## config.mk

```make
export PLATFORM = sky130hd
export DESIGN_NAME = sme_driver
export DESIGN_NICKNAME = d
export VERILOG_FILES = /design/src/rtl/sme_pkg.sv /design/src/rtl/sme_byte_buf.sv /design/src/rtl/sme_driver.sv
export SDC_FILE = /design/constraint.sdc
export NUM_CORES = 1
export LEC_CHECK = 0
export ABC_AREA = 1
export BUFFER_PORTS_ARGS = -buffer_cell sky130_fd_sc_hd__buf_2
export CAP_MARGIN = 10
export CORE_ASPECT_RATIO = 1.75
export CORE_MARGIN = 5
export CORE_UTILIZATION = 35
export CTS_BUF_LIST = sky130_fd_sc_hd__clkbuf_2
export DETAILED_ROUTE_END_ITERATION = 16
export PLACE_DENSITY = 0.58
export RECOVER_POWER = 100
export SYNTH_ARGS = -nofsm -noshare
export SYNTH_HDL_FRONTEND = slang
export SYNTH_SLANG_ARGS = --single-unit
```

## constraint.sdc

```tcl
create_clock -name clk -period 5.65 [get_ports clk]
set_clock_uncertainty 0.1 [all_clocks]
set_input_delay 0.565 -clock clk [delete_from_list [all_inputs] [get_ports clk]]
set_output_delay 0.565 -clock clk [all_outputs]
set_load 0.02 [all_outputs]
```

## src/rtl/sme_pkg.sv

```systemverilog
// Shared definitions for the SME host driver: FSM states, buffer depths and
// the special characters understood by the string-matching engine.
package sme_pkg;

    typedef enum logic [2:0] {
        ST_IDLE,
        ST_SEND_STR,
        ST_SEND_PAT,
        ST_WAIT,
        ST_GAP
    } sme_state_e;

    localparam int unsigned STR_DEPTH = 32;
    localparam int unsigned PAT_DEPTH = 8;

    localparam logic [7:0] CARET  = 8'h5E;
    localparam logic [7:0] DOLLAR = 8'h24;
    localparam logic [7:0] DOT    = 8'h2E;
    localparam logic [7:0] STAR   = 8'h2A;
    localparam logic [7:0] SPACE  = 8'h20;

endpackage

```

## src/rtl/sme_byte_buf.sv

```systemverilog
// Byte buffer with append-only write port, saturating length counter,
// synchronous clear and a combinational read port.
module sme_byte_buf #(
    parameter int unsigned DEPTH = 32
) (
    input  logic                         clk,
    input  logic                         reset,
    input  logic                         wr_en,
    input  logic                         clr,
    input  logic [7:0]                   wr_data,
    input  logic [$clog2(DEPTH+1)-1:0]   rd_addr,
    output logic [7:0]                   rd_data,
    output logic [$clog2(DEPTH+1)-1:0]   len
);

    localparam int unsigned   LW   = $clog2(DEPTH + 1);
    localparam int unsigned   AW   = $clog2(DEPTH);
    localparam logic [LW-1:0] FULL = LW'(DEPTH);

    logic [7:0] mem [DEPTH];
    logic       wr_ok;

    assign wr_ok = wr_en && (len != FULL);

    // Contents are deliberately not reset; only the length is.
    always_ff @(posedge clk) begin
        if (wr_ok) begin
            mem[len[AW-1:0]] <= wr_data;
        end
    end

    always_ff @(posedge clk or negedge reset) begin
        if (!reset) begin
            len <= '0;
        end else if (clr) begin
            len <= '0;
        end else if (wr_ok) begin
            len <= len + 1'b1;
        end
    end

    always_comb begin
        rd_data = '0;
        if (rd_addr < FULL) begin
            rd_data = mem[rd_addr[AW-1:0]];
        end
    end

endmodule

```

## src/rtl/sme_driver.sv

```systemverilog
// Host-side driver for the string-matching engine: buffers a string and a
// pattern, streams them to the engine, then captures its result or times out.
module sme_driver
    import sme_pkg::*;
#(
    parameter int unsigned STR_DEPTH = sme_pkg::STR_DEPTH,
    parameter int unsigned PAT_DEPTH = sme_pkg::PAT_DEPTH,
    parameter int unsigned TIMEOUT   = 1023
) (
    input  logic                            clk,
    input  logic                            reset,
    input  logic                            ld_en,
    input  logic                            ld_sel,
    input  logic [7:0]                      ld_data,
    input  logic                            start,
    input  logic                            keep_string,
    output logic                            busy,
    output logic [7:0]                      chardata,
    output logic                            isstring,
    output logic                            ispattern,
    input  logic                            valid,
    input  logic                            match,
    input  logic [5:0]                      match_index,
    output logic                            done,
    output logic                            res_match,
    output logic [5:0]                      res_index,
    output logic                            timeout,
    output logic [$clog2(STR_DEPTH+1)-1:0]  str_len,
    output logic [$clog2(PAT_DEPTH+1)-1:0]  pat_len
);

    localparam int unsigned   SLW    = $clog2(STR_DEPTH + 1);
    localparam int unsigned   PLW    = $clog2(PAT_DEPTH + 1);
    localparam int unsigned   TW     = $clog2(TIMEOUT);
    localparam logic [TW-1:0] T_LAST = TW'(TIMEOUT - 1);

    sme_state_e     state;
    logic [SLW-1:0] sptr;
    logic [PLW-1:0] pptr;
    logic [TW-1:0]  tcnt;
    logic [7:0]     str_rd;
    logic [7:0]     pat_rd;
    logic           idle;
    logic           start_ok;
    logic           send_str;
    logic           buf_wr;
    logic           clr;

    assign idle     = (state == ST_IDLE);
    assign start_ok = idle && start && (pat_len != '0) && ((str_len != '0) || keep_string);
    assign send_str = !keep_string && (str_len != '0);
    assign buf_wr   = idle && ld_en && !start;
    assign clr      = (state == ST_GAP);

    sme_byte_buf #(.DEPTH(STR_DEPTH)) u_str_buf (
        .clk     (clk),
        .reset   (reset),
        .wr_en   (buf_wr && !ld_sel),
        .clr     (clr),
        .wr_data (ld_data),
        .rd_addr (sptr),
        .rd_data (str_rd),
        .len     (str_len)
    );

    sme_byte_buf #(.DEPTH(PAT_DEPTH)) u_pat_buf (
        .clk     (clk),
        .reset   (reset),
        .wr_en   (buf_wr && ld_sel),
        .clr     (clr),
        .wr_data (ld_data),
        .rd_addr (pptr),
        .rd_data (pat_rd),
        .len     (pat_len)
    );

    // Outputs are registered, so each state presents the byte at the current
    // pointer and advances it; pointers idle at zero so byte 0 is ready on start.
    always_ff @(posedge clk or negedge reset) begin
        if (!reset) begin
            state     <= ST_IDLE;
            sptr      <= '0;
            pptr      <= '0;
            tcnt      <= '0;
            busy      <= 1'b0;
            chardata  <= '0;
            isstring  <= 1'b0;
            ispattern <= 1'b0;
            done      <= 1'b0;
            res_match <= 1'b0;
            res_index <= '0;
            timeout   <= 1'b0;
        end else begin
            done <= 1'b0;
            case (state)
                ST_IDLE: begin
                    if (start_ok) begin
                        busy <= 1'b1;
                        tcnt <= '0;
                        if (send_str) begin
                            state    <= ST_SEND_STR;
                            chardata <= str_rd;
                            isstring <= 1'b1;
                            sptr     <= sptr + 1'b1;
                        end else begin
                            state     <= ST_SEND_PAT;
                            chardata  <= pat_rd;
                            ispattern <= 1'b1;
                            pptr      <= pptr + 1'b1;
                        end
                    end
                end
                ST_SEND_STR: begin
                    if (sptr < str_len) begin
                        chardata <= str_rd;
                        sptr     <= sptr + 1'b1;
                    end else begin
                        // Pattern byte 0 follows immediately: an idle cycle ends input.
                        state     <= ST_SEND_PAT;
                        sptr      <= '0;
                        isstring  <= 1'b0;
                        ispattern <= 1'b1;
                        chardata  <= pat_rd;
                        pptr      <= pptr + 1'b1;
                    end
                end
                ST_SEND_PAT: begin
                    if (pptr < pat_len) begin
                        chardata <= pat_rd;
                        pptr     <= pptr + 1'b1;
                    end else begin
                        state     <= ST_WAIT;
                        pptr      <= '0;
                        ispattern <= 1'b0;
                        chardata  <= '0;
                        tcnt      <= '0;
                    end
                end
                ST_WAIT: begin
                    // done high marks the cycle after capture; leave on it.
                    if (done) begin
                        state <= ST_GAP;
                    end else if (valid) begin
                        res_match <= match;
                        res_index <= match_index;
                        timeout   <= 1'b0;
                        done      <= 1'b1;
                    end else if (tcnt == T_LAST) begin
                        res_match <= 1'b0;
                        res_index <= '0;
                        timeout   <= 1'b1;
                        done      <= 1'b1;
                    end else begin
                        tcnt <= tcnt + 1'b1;
                    end
                end
                ST_GAP: begin
                    busy  <= 1'b0;
                    state <= ST_IDLE;
                end
                default: begin
                    state <= ST_IDLE;
                end
            endcase
        end
    end

endmodule

```

==> summary.md <==
| Metric | Value |
|---|---|
| First-pass iteration count of the detailed router | 5 |
| Vias | 11200 |
| Count leader, synth | edfxtp_1 |
| GRT Residual Overflow | 0 |
| Final hold vios | 0 |
| Reg clk slew, reported paths | about 140 ps |
| Hold Crit Endpoint | res_index[1] |
| CTS tree | built |
| Crit path kind | reg2reg |
| Die Height | 293 µm |
| Flop2flop setup slack | about 1800 ps |
| HP Class | in2reg |
| Max-slew headroom | -1.20 |
| Initial drt markers | roughly 810 |
| Max Clk Rate | 0.259 GHz |
| Die Width | roughly 170 µm |
| Worst r2r src | sptr[0] |
| Min Tclk post-route | between 3000 and 4000 ps |
| Finished Cell Area | approximately 0.018 mm² |
| Leak | roughly 6.7 nW |
| Endpoints failing setup | 0 |
| Final Util | 0.388 |
| Cell Area, Synth | 0.0161 mm² |
| Post-synth cell types | 44 |
| # fillers | between 4000 and 5000 |
| Num Clock Sinks | roughly 370 |
| Final setup margin | approximately 1800 ps |
| Placer Congestion | about 0.88 |
| Max Buffers Root-to-Sink | 3 |
| CTS H-tree depth | 3 |
| Initial Util | 0.351 |
| CP arrival | roughly 4600 ps |
| First-pass GRT wire length | ~66000 µm |
| Num CTS Buffers | 79 |
| Reg-to-reg endpoint | pptr[2] |
| Status | finished, violations left |
| Failing checks | capacitance limit, slew limit |
| Post-synth ARST share | 0.142 |
| Startpoint Class | flop |
| RSZ-0062 raised after global routing | false |
| Pre-CTS setup slack | approximately 2500 ps |
| Worst hold slack | 308 ps |
| Share of cells above drive strength 1 | 0.0964 |
| Core Box Area | around 0.046 mm² |
| Max-slew violations | 461 |
| Antenna violations before repair | 1 |
| CTS root buffer | clkbuf_2 |
| Yosys reg bits | 373 |
| Peak VDD IR | 336 µV |
| Routed len/inst | between 15 and 20 µm |
| Top cells by count, synth | edfxtp_1 (320), nand2_1 (303), nor2_1 (239) |
| Setup_tns | 0 ps |
| Buffers on Ports | between 50 and 60 |
| Detailed Place HPWL | 28500 µm |
| Syn nets | 1516 |
| Min-delay src | match_index[1] |
| Worst-case reg-to-reg path depth | 10 |
| Yosys warns | 0 |
| Die area | approximately 0.050 mm² |
| Via density | 5.04 |
| Final nets | 1627 |
| CP required | 6380 ps |
| Largest net degree at the start of global routing | 78 |
| Cell count after synthesis | 1476 |
| Hold path depth | 3 |
| Post-placement cell count | slightly above 2000 |
| Main flop type after synthesis | edfxtp_1 |
| EDFF count, synth | between 300 and 400 |
| Post-DP Area | approximately 0.017 mm² |
| Routed Antenna Nets | 0 |
| Slew @ Worst Pin | ~3300 ps |
| Crit path capture type | flop |
| Sequential share of the synthesized area | 0.681 |
| Non-filler cells, final | around 2200 |
| Max_cap viols | 11 |
| DRC viols | 0 |
| Number of global-route vias before repair | 11600 |
| Final wirelength | 43600 µm |
| PwrDens | about 460 mW/mm² |
| Latest clock arrival within the worst-skew pair | just under 1000 ps |
| Synth area leaders | edfxtp_1 (60%), dfrtp_1 (8.3%), nand2_1 (7.1%) |
| Ports | 52 |
| Period utilisation layout | 0.683 |
| Post-synth top area cell | edfxtp_1 |
| Power, Total | between 8 and 9 mW |
| Area grow syn2layout | 10.4% |
| Num rows | 104 |
| CP Max Fanout | 77 |
| Synth Area per Inst | approximately 11 µm² |
| Post-synth top area share | 0.599 |
| Gr usage total | 0.172 |
cell usage in the layout (no fill, tap or decap), types with 3 or more instances in the layout:
| master | instances |
|---|---|
| a21oi_1 | 43 |
| a22o_1 | 7 |
| buf_2 | 13 |
| buf_4 | 11 |
| bufinv_16 | 3 |
| clkbuf_1 | 48 |
| clkbuf_2 | 99 |
| clkinv_1 | 35 |
| clkinv_2 | 6 |
| dfrtp_1 | 51 |
| dlygate4sd3_1 | 20 |
| edfxtp_1 | 320 |
| ha_1 | 18 |
| inv_1 | 77 |
| inv_2 | 5 |
| nand2_1 | 304 |
| nand2_4 | 4 |
| nand3_1 | 132 |
| nand4_1 | 11 |
| nor2_1 | 244 |
| nor3_1 | 18 |
| o211ai_1 | 9 |
| o21ai_0 | 118 |
| o22ai_1 | 10 |
| xor2_1 | 11 |
repair_timing:
action	4_1_cts	5_1_grt
buffers inserted	0	0
endpoints found under the hold margin	92	0
hold buffers	20	0
resized for setup	0	0
setup endpoints to repair	0	0
critical path, cell delays in order, from the launching register on:
cell and delay (ps):
dfrtp_4 830, clkbuf_2 1290, o21ai_0 260, nand2_1 130, nand2_1 70, nand3_1 190, nand2_1 80, nor2_1 470
nand3_1 150, nand2_1 90, nor2_1 40
power breakdown:
group	total [mW]	switching (mW)	internal [mW]	leakage (nW)
clock	1.70	1.06	0.639	0.535
sequential	3.39	0.233	3.16	3.55
combinational	3.07	2.20	0.868	2.59
metal layers:
metal  GRT usage  vias to the layer above  share of wire
met5           0                        -              0
met4      0.0796                        0          0.043
met3      0.0291                       96          0.042
met2       0.334                      337           0.56
met1       0.175                     5455           0.35
li1            -                     5357              -
sequential cells by signal, summed over array words and instances (netlist names):
name,cells
u_pat_buf.len,4
u_str_buf.len,6
timeout,1
res_index,6
ispattern,1
chardata,8
u_pat_buf.mem,64
u_str_buf.mem,256
res_match,1
sptr,6
busy,1
state,3
isstring,1
tcnt,10
pptr,4
done,1
worst max path at each step:
stage / startpoint / end / slack, ps / cells past startpoint
2_1_floorplan: u_str_buf.len[0] / u_str_buf.mem[15][0] / 3100 / 9
3_3_place_gp: sptr[0] / chardata[0] / 2560 / 8
3_5_place_dp: sptr[0] / chardata[5] / 2490 / 12
4_1_cts: sptr[0] / chardata[5] / 2480 / 12
5_1_grt: reset / sptr[0] / 1320 / 3
6_report: sptr[0] / pptr[2] / 1790 / 10
layout make-up:
class,instances,area [µm²],share of cell area
clock inverter,45,282,0.0159
tap,583,729,0.0411
sequential,373,10900,0.617
inverter,87,328,0.0185
antenna,1,2.50,0.000141
timing repair buffer,93,533,0.0301
multi-input combinational,953,4420,0.249
clock buffer,98,490,0.0277
cells by family (layout without fill, tap and decap cells):
group / Yosys count / count (layout) / synth area share
fa+ha+maj: 18 / 18 / 0.0140
flops: 373 / 373 / 0.681
compound gates: 198 / 198 / 0.0693
simple gates: 724 / 724 / 0.190
xor+xnor: 13 / 13 / 0.00709
other cells: 0 / 1 / 0
buf+inv: 150 / 323 / 0.0380
Note: power is estimated with default switching activity, not from simulation.
